## src/rtl/pipe_stage_reg.sv

```systemverilog
// rtl/pipe_stage_reg.sv - parametrised pipeline-boundary register with valid/ready, flush, skid and stall counter
//
// Purpose: carries a control bundle and a data bundle across one pipeline
// stage boundary. With SKID=1 a second (skid) entry absorbs the in-flight
// transfer so in_ready can come straight from a flop. With SKID=0 only the
// head register exists and in_ready is combinational from out_ready.
//
// Ports:
//   clk        clock, rising edge
//   rst        asynchronous active-high reset
//   flush      drop every held entry at the next edge
//   in_valid   upstream entry present
//   in_ready   stage accepts an entry this cycle
//   in_ctrl    upstream control bundle  [CTRL_W]
//   in_data    upstream payload         [DATA_W]
//   out_valid  head entry present
//   out_ready  downstream consumes the head this cycle
//   out_ctrl   head control, zero while out_valid=0
//   out_data   head payload, holds last value while out_valid=0
//   stall_cnt  saturating count of edges with out_valid & !out_ready
//   stall_clr  synchronous clear of stall_cnt
module pipe_stage_reg #(
  parameter int CTRL_W = 9,
  parameter int DATA_W = 165,
  parameter int SKID   = 1,
  parameter int CNT_W  = 16
) (
  input  logic              clk,
  input  logic              rst,
  input  logic              flush,
  input  logic              in_valid,
  output logic              in_ready,
  input  logic [CTRL_W-1:0] in_ctrl,
  input  logic [DATA_W-1:0] in_data,
  output logic              out_valid,
  input  logic              out_ready,
  output logic [CTRL_W-1:0] out_ctrl,
  output logic [DATA_W-1:0] out_data,
  output logic [CNT_W-1:0]  stall_cnt,
  input  logic              stall_clr
);

  // EMPTY: nothing held. ONE: head valid. TWO: head and skid valid.
  typedef enum logic [1:0] {EMPTY, ONE, TWO} state_t;

  state_t            state;
  logic [CTRL_W-1:0] main_ctrl;
  logic [DATA_W-1:0] main_data;
  logic [CTRL_W-1:0] skid_ctrl;
  logic [DATA_W-1:0] skid_data;
  logic              in_ready_q;
  logic              accept;
  logic              drain;

  assign out_valid = (state != EMPTY);
  assign out_ctrl  = main_ctrl;
  assign out_data  = main_data;

  // Skid mode publishes a flopped ready so out_ready never reaches upstream
  // combinationally; single-register mode lets the head be replaced on drain.
  assign in_ready = (SKID != 0) ? in_ready_q : (!out_valid | out_ready);

  assign accept = in_valid & in_ready;
  assign drain  = out_valid & out_ready;

  always_ff @(posedge clk or posedge rst) begin
    if (rst) begin
      state      <= EMPTY;
      main_ctrl  <= '0;
      main_data  <= '0;
      skid_ctrl  <= '0;
      skid_data  <= '0;
      in_ready_q <= 1'b1;
    end else if (flush) begin
      // Data fields are left as-is; only valid and ctrl are cleared.
      state      <= EMPTY;
      main_ctrl  <= '0;
      skid_ctrl  <= '0;
      in_ready_q <= 1'b1;
    end else begin
      case (state)
        EMPTY: begin
          if (accept) begin
            state     <= ONE;
            main_ctrl <= in_ctrl;
            main_data <= in_data;
          end
        end
        ONE: begin
          if (accept && drain) begin
            main_ctrl <= in_ctrl;
            main_data <= in_data;
          end else if (accept && (SKID != 0)) begin
            // Head is stalled: park the newcomer and close the input.
            state      <= TWO;
            skid_ctrl  <= in_ctrl;
            skid_data  <= in_data;
            in_ready_q <= 1'b0;
          end else if (drain) begin
            state     <= EMPTY;
            main_ctrl <= '0;
          end
        end
        TWO: begin
          if (drain) begin
            state      <= ONE;
            main_ctrl  <= skid_ctrl;
            main_data  <= skid_data;
            skid_ctrl  <= '0;
            in_ready_q <= 1'b1;
          end
        end
        default: begin
          state <= EMPTY;
        end
      endcase
    end
  end

  always_ff @(posedge clk or posedge rst) begin
    if (rst) begin
      stall_cnt <= '0;
    end else if (stall_clr) begin
      stall_cnt <= '0;
    end else if (out_valid && !out_ready && (stall_cnt != {CNT_W{1'b1}})) begin
      stall_cnt <= stall_cnt + 1'b1;
    end
  end

endmodule

```

## config.mk

```make
export PLATFORM = sky130hd
export DESIGN_NAME = pipe_stage_reg
export DESIGN_NICKNAME = d
export VERILOG_FILES = /design/src/rtl/pipe_stage_reg.sv
export SDC_FILE = /design/constraint.sdc
export NUM_CORES = 1
export LEC_CHECK = 0
export CORE_MARGIN = 5
export CORE_UTILIZATION = 47
export CTS_BUF_LIST = sky130_fd_sc_hd__clkbuf_4
export DETAILED_ROUTE_END_ITERATION = 7
export HOLD_SLACK_MARGIN = 0.06
export PLACE_DENSITY = 0.81
export SETUP_SLACK_MARGIN = 0.15
export SLEW_MARGIN = 30
export SYNTH_ARGS = -nofsm -noshare
export SYNTH_HDL_FRONTEND = slang
export SYNTH_SLANG_ARGS = --single-unit
```

## constraint.sdc

```tcl
create_clock -name clk -period 11.9 [get_ports clk]
set_input_delay 1.19 -clock clk [delete_from_list [all_inputs] [get_ports clk]]
set_output_delay 1.19 -clock clk [all_outputs]
set_load 0.03 [all_outputs]
```

=== After elaboration in Yosys (flattened, before gate mapping) ===
Index checks and enable logic that the tools add are counted.

* Register bits: 367
* Logic and storage cells: 68

* $add $sub $neg: 1
* Equal/unequal tests: 13
* Multiplexer cells: 28
* Bitwise gates (word level): 4
* Reduce and logical (&&, ||, !) cells: 15

{| class="wikitable"
|+ Operator list
! kind !! number
|-
| 165-bit two-way mux || 3
|-
| 165-bit case mux with 3 select lines || 1
|-
| 9-bit two-way mux || 8
|-
| 16-bit two-way mux || 2
|-
| 9-bit case mux with 3 select lines || 1
|-
| 9-bit case mux with 2 select lines || 1
|-
| 16-bit by 1-bit adder with 16-bit output, second input constant || 1
|-
| 16-bit inequality test, second input constant || 1
|-
| 2-bit two-way mux || 6
|-
| 3-bit inequality test, second input constant || 4
|-
| 4-bit inequality test, second input constant || 3
|-
| 4-bit AND reduction || 3
|-
| 5-bit AND reduction || 2
|-
| 2-bit inequality test, second input constant || 3
|-
| 2-bit case mux with 3 select lines || 1
|-
| 3-bit nonzero test || 2
|-
| 1-bit two-way mux || 4
|-
| 2-bit nonzero test || 2
|-
| 4-bit nonzero test || 1
|-
| 1-bit logical AND || 3
|-
| 1-bit AND || 2
|-
| 2-bit by 1-bit equality test with 1-bit output, second input constant || 1
|-
| 2-bit equality test, second input constant || 1
|-
| 2-bit logical NOT || 1
|-
| 3 further kinds || 4
|}

=== Logic depth before layout (Yosys ltp) ===
* Depth in word-level cells: 7
* Gate-level depth with buffers: 9

=== Worst setup path before layout ===
Ideal clock, no wire load.

* Path type: input to register
* From: input out_ready
* To: register skid_data[0]
* Library setup time: 125 ps
* Arrival: 2474 ps
* Required time: 11775 ps
* Path slack: 9301 ps
* Stages on the path: 6
* Path buffers: 2
* Path through: nor2b_2 -> or3_4 -> nor2_8 -> buf_12 -> buf_12 -> mux2_4

* Word-level cells in the longest chain between the ends: 4

{| class="wikitable"
|+ RTL lines
! what !! line !! source
|-
| start: declaration || 36 || <nowiki>input logic out_ready,</nowiki>
|-
| 1-bit AND || 64 || <nowiki>assign drain = out_valid & out_ready;</nowiki>
|-
| 1-bit logical AND || 90 || <nowiki>if (accept && drain) begin</nowiki>
|-
| 1-bit inverter (no line) || n/a ||
|-
| 4-bit AND reduction (no line) || n/a ||
|-
| end signal: assignment || 97 || <nowiki>skid_data <= in_data;</nowiki>
|-
| end: declaration || 50 || <nowiki>logic [DATA_W-1:0] skid_data;</nowiki>
|}

Every way passes these cells.
A chain may end at the register's enable or synchronous reset.

=== Worst setup path in the final report ===
* From: input out_ready
* To: register skid_data[97]

Same word-level chain as after synthesis.

==> impl_metrics.sql <==
INSERT INTO impl_metrics (metric_group, metric, value, unit) VALUES
('run_status', 'run_status', 'finished, final reports clean', ''),
('worst_hold_path', 'timing.hold.worst.class', 'reg2reg', ''),
('power_and_ir_drop', 'switching_share', '40.3', '%'),
('final_layout', 'layout.cells.most_common', 'sky130_fd_sc_hd__clkdlybuf4s50_1', ''),
('clocking', 'clk_pin_slew', '0.06', 'ns'),
('sta', 'timing.final.max_slew_violations', '0', ''),
('route', 'route.detailed.wl_per_inst', '20.3', 'um'),
('grt', 'grt_pass1_vias', '12800', ''),
('setup_path', 'worstPathArrival', '4.76', 'ns'),
('yosys', 'mappedNetlistNets', '1469', ''),
('yosys', 'synth_seq_area_share', '56.0', '%'),
('floorplanning', 'floorplan.die.height', '197', 'um'),
('place', 'gp_congestion', '0.839', ''),
('yosys', 'netlist_area', '16400', 'um^2'),
('grt', 'gr-total-overflow', '0', ''),
('route', 'drt-initial-drc-count', '667', ''),
('floorplanning', 'io_pins', '372', ''),
('power_and_ir_drop', 'fin_total_pwr', '0.00602', 'W'),
('sta', 'relSlewSlack', '34.6', '%'),
('yosys', 'ys_async_sr_fraction', '100', '%'),
('yosys', 'yosysWarnings', '0', ''),
('final_layout', 'final_nets', '1855', ''),
('yosys', 'syn_area_per_cell', '12.8', 'um^2'),
('grt', 'grtUsageTotal', '22.3', '%'),
('final_layout', 'post_route_cells_drive_above_1_share', '19.0', '%'),
('sta', 'fmax', '241', 'MHz'),
('sta', 'final.hold.worst_slack', '0.484', 'ns'),
('setup_path', 'reg2reg_to', 'skid_data[97]', ''),
('route', 'totalWireLength', '44400', 'um'),
('final_layout', 'mostFrequentLayoutCells', 'sky130_fd_sc_hd__clkdlybuf4s50_1, sky130_fd_sc_hd__dfrtp_1, sky130_fd_sc_hd__a21oi_1', ''),
('floorplanning', 'chipWidth', '197', 'um'),
('power_and_ir_drop', 'internal_power', '0.00359', 'W'),
('clocking', 'ctsResizeCount', '0', ''),
('sta', 'worst_pin_slew', '0.981', 'ns'),
('worst_hold_path', 'timing.hold.worst_path_depth', '2', ''),
('sta', 'fin_worst_skew', '0.0468', 'ns'),
('setup_path', 'worstSetupStartpointType', 'input pin', ''),
('power_and_ir_drop', 'p_comb_share', '46.8', '%'),
('power_and_ir_drop', 'powerDensity', '282', 'nW/um^2'),
('yosys', 'synth_edf_count', '0', ''),
('floorplanning', 'floorplan.die_area', '38800', 'um^2'),
('yosys', 'synthCells', '1284', ''),
('floorplanning', 'rows', '68', ''),
('setup_path', 'required', '12.51', 'ns'),
('power_and_ir_drop', 'share_clk_of_total_power', '16.9', '%'),
('sta', 'finalSetupViolCount', '0', ''),
('sta', 'fin_tns_setup', '0', 'ns'),
('setup_path', 'worstSetupEndpointType', 'flop', ''),
('route', 'drt_first_pass_iters', '5', ''),
('yosys', 'postSynthRegisterBits', '367', ''),
('clocking', 'cts_buffer_depth', '3', ''),
('route', 'vias', '12000', ''),
('sta', 'hold_viol', '0', ''),
('yosys', 'yosys_most_used_dff', 'sky130_fd_sc_hd__dfrtp_1', ''),
('setup_path', 'reg_to_reg_start', 'state[0]', ''),
('flow_run', 'drv.max_cap_violation_count', '0', ''),
('route', 'drt-vias-per-instance', '5.46', ''),
('clocking', 'cts.hold.buffers_added', '0', ''),
('power_and_ir_drop', 'leakage', '8.98', 'nW'),
('final_layout', 'area_growth_from_synthesis_to_layout', '30.1', '%'),
('route', 'detail_route.drc_violations', '0', ''),
('floorplanning', 'placeableCoreArea', '34500', 'um^2'),
('power_and_ir_drop', 'largest_voltage_drop_on_the_vdd_net', '0.224', 'mV'),
('grt', 'antenna_found_initial', '4', ''),
('clocking', 'cts.root.buffer_cell', 'sky130_fd_sc_hd__clkbuf_4', ''),
('sta', 'period_minus_slack', '4.15', 'ns'),
('sta', 'final.period_utilization', '34.9', '%'),
('setup_path', 'setup.worst_path.class', 'in2reg', ''),
('clocking', 'worstSkewPairLatency', '0.77', 'ns'),
('yosys', 'yosysUniqueCellTypes', '45', ''),
('grt', 'global_route_wire_length_before_repair', '70400', 'um');
## kinds of logic after synthesis
| group | after synthesis | share of synthesized area, % |
|---|---|---|
| compound gates | 380 | 12.2 |
| flops | 367 | 56.0 |
| mux | 334 | 23.9 |
| buf+inv | 104 | 4.29 |
| simple gates | 85 | 2.77 |
| xor+xnor | 9 | 0.480 |
| fa+ha+maj | 5 | 0.381 |
## cell usage after synthesis (2+ instances only)
master / n / area share (%)
sky130_fd_sc_hd__a21oi_1: 337 / 10
sky130_fd_sc_hd__buf_1: 4 / 0.091
sky130_fd_sc_hd__nand2b_1: 2 / 0.076
sky130_fd_sc_hd__clkbuf_1: 35 / 0.80
sky130_fd_sc_hd__mux2_4: 100 / 9.1
sky130_fd_sc_hd__and3_1: 4 / 0.15
sky130_fd_sc_hd__or2_2: 3 / 0.11
sky130_fd_sc_hd__nand2_1: 25 / 0.57
sky130_fd_sc_hd__nor3_1: 5 / 0.15
sky130_fd_sc_hd__inv_1: 5 / 0.11
sky130_fd_sc_hd__nand3_1: 4 / 0.12
sky130_fd_sc_hd__o21a_1: 2 / 0.091
sky130_fd_sc_hd__nand4_1: 10 / 0.38
sky130_fd_sc_hd__and4_1: 3 / 0.16
sky130_fd_sc_hd__nor2_1: 15 / 0.34
sky130_fd_sc_hd__xnor2_1: 3 / 0.16
sky130_fd_sc_hd__buf_2: 39 / 1.2
sky130_fd_sc_hd__buf_4: 3 / 0.14
sky130_fd_sc_hd__ha_1: 5 / 0.38
sky130_fd_sc_hd__xor2_1: 6 / 0.32
sky130_fd_sc_hd__and2_1: 4 / 0.15
sky130_fd_sc_hd__mux2i_1: 168 / 10
sky130_fd_sc_hd__buf_8: 6 / 0.55
sky130_fd_sc_hd__or3_1: 5 / 0.19
sky130_fd_sc_hd__buf_12: 11 / 1.3
sky130_fd_sc_hd__a31oi_1: 2 / 0.076
sky130_fd_sc_hd__mux2_2: 62 / 4.3
sky130_fd_sc_hd__o21ai_0: 14 / 0.43
sky130_fd_sc_hd__a22o_1: 18 / 0.96
sky130_fd_sc_hd__mux2_1: 4 / 0.27
sky130_fd_sc_hd__dfrtp_1: 366 / 56
## power groups by stage
stage / sequential, W / combinational (W) / clock (W)
floorplan: 0.00270 / 0.00124 / 0
global placement: 0.00217 / 0.00275 / 0
detailed placement: 0.00219 / 0.00283 / 0
CTS: 0.00218 / 0.00283 / 0.00106
global route: 0.00225 / 0.00299 / 0.00112
finish: 0.00219 / 0.00282 / 0.00102
## through the flow
| step | setup WS (ns) | utilization [%] | area [um^2] |
|---|---|---|---|
| 4_1_cts | 7.82 | 61.7 | 21300 |
| 6_report | 7.75 | 61.8 | 21400 |
| 3_3_place_gp | 7.07 | 58.4 | 20200 |
| 2_1_floorplan | 0.523 | - | 16400 |
| 5_1_grt | 7.73 | 61.8 | 21400 |
| 3_5_place_dp | 6.99 | 58.5 | 20200 |
## worst max-delay path, cell delays in order
cell and delay (ns):
sky130_fd_sc_hd__clkdlybuf4s50_1 0.50, sky130_fd_sc_hd__nor2b_2 0.22, sky130_fd_sc_hd__or3_4 0.41, sky130_fd_sc_hd__nor2_8 0.48, sky130_fd_sc_hd__buf_4 0.68, sky130_fd_sc_hd__buf_4 0.79, sky130_fd_sc_hd__mux2_2 0.42
## area by class of cell
type                       instances  area, um^2
inverter                           5        26.3
antenna                            4        10.0
clock inverter                    32         140
tap                              455         569
fill                            2726       13200
sequential                       367        9190
multi-input combinational        813        6560
clock buffer                     130         976
timing repair buffer             387        3890
## per-layer routing
| metal | vias up | track usage, % | wire length (um) |
|---|---|---|---|
| li1 | 5469 | - | - |
| met1 | 6024 | 29.0 | 18500 |
| met2 | 405 | 34.6 | 20900 |
| met3 | 84 | 7.62 | 3550 |
| met4 | 2 | 8.71 | 1430 |
| met5 | - | 0 | 13 |
## flip-flops by register name (all words and copies together), names as in the netlist
register / flops
in_ready: 1
out_ctrl: 9
state: 2
out_data: 165
stall_cnt: 16
skid_data: 165
skid_ctrl: 9
## worst max-delay path by stage
stage	startpoint	endpoint	slack, ns	cells after the start
finish	out_ready	skid_data[97]	7.75	7
floorplan	rst	out_ctrl[0]	0.52	1
CTS	out_ready	skid_data[148]	7.82	7
global route	out_ready	skid_data[96]	7.73	7
global placement	out_ready	skid_data[96]	7.07	7
detailed placement	out_ready	skid_data[148]	6.99	7
Note: power is estimated with default switching activity, not from simulation.
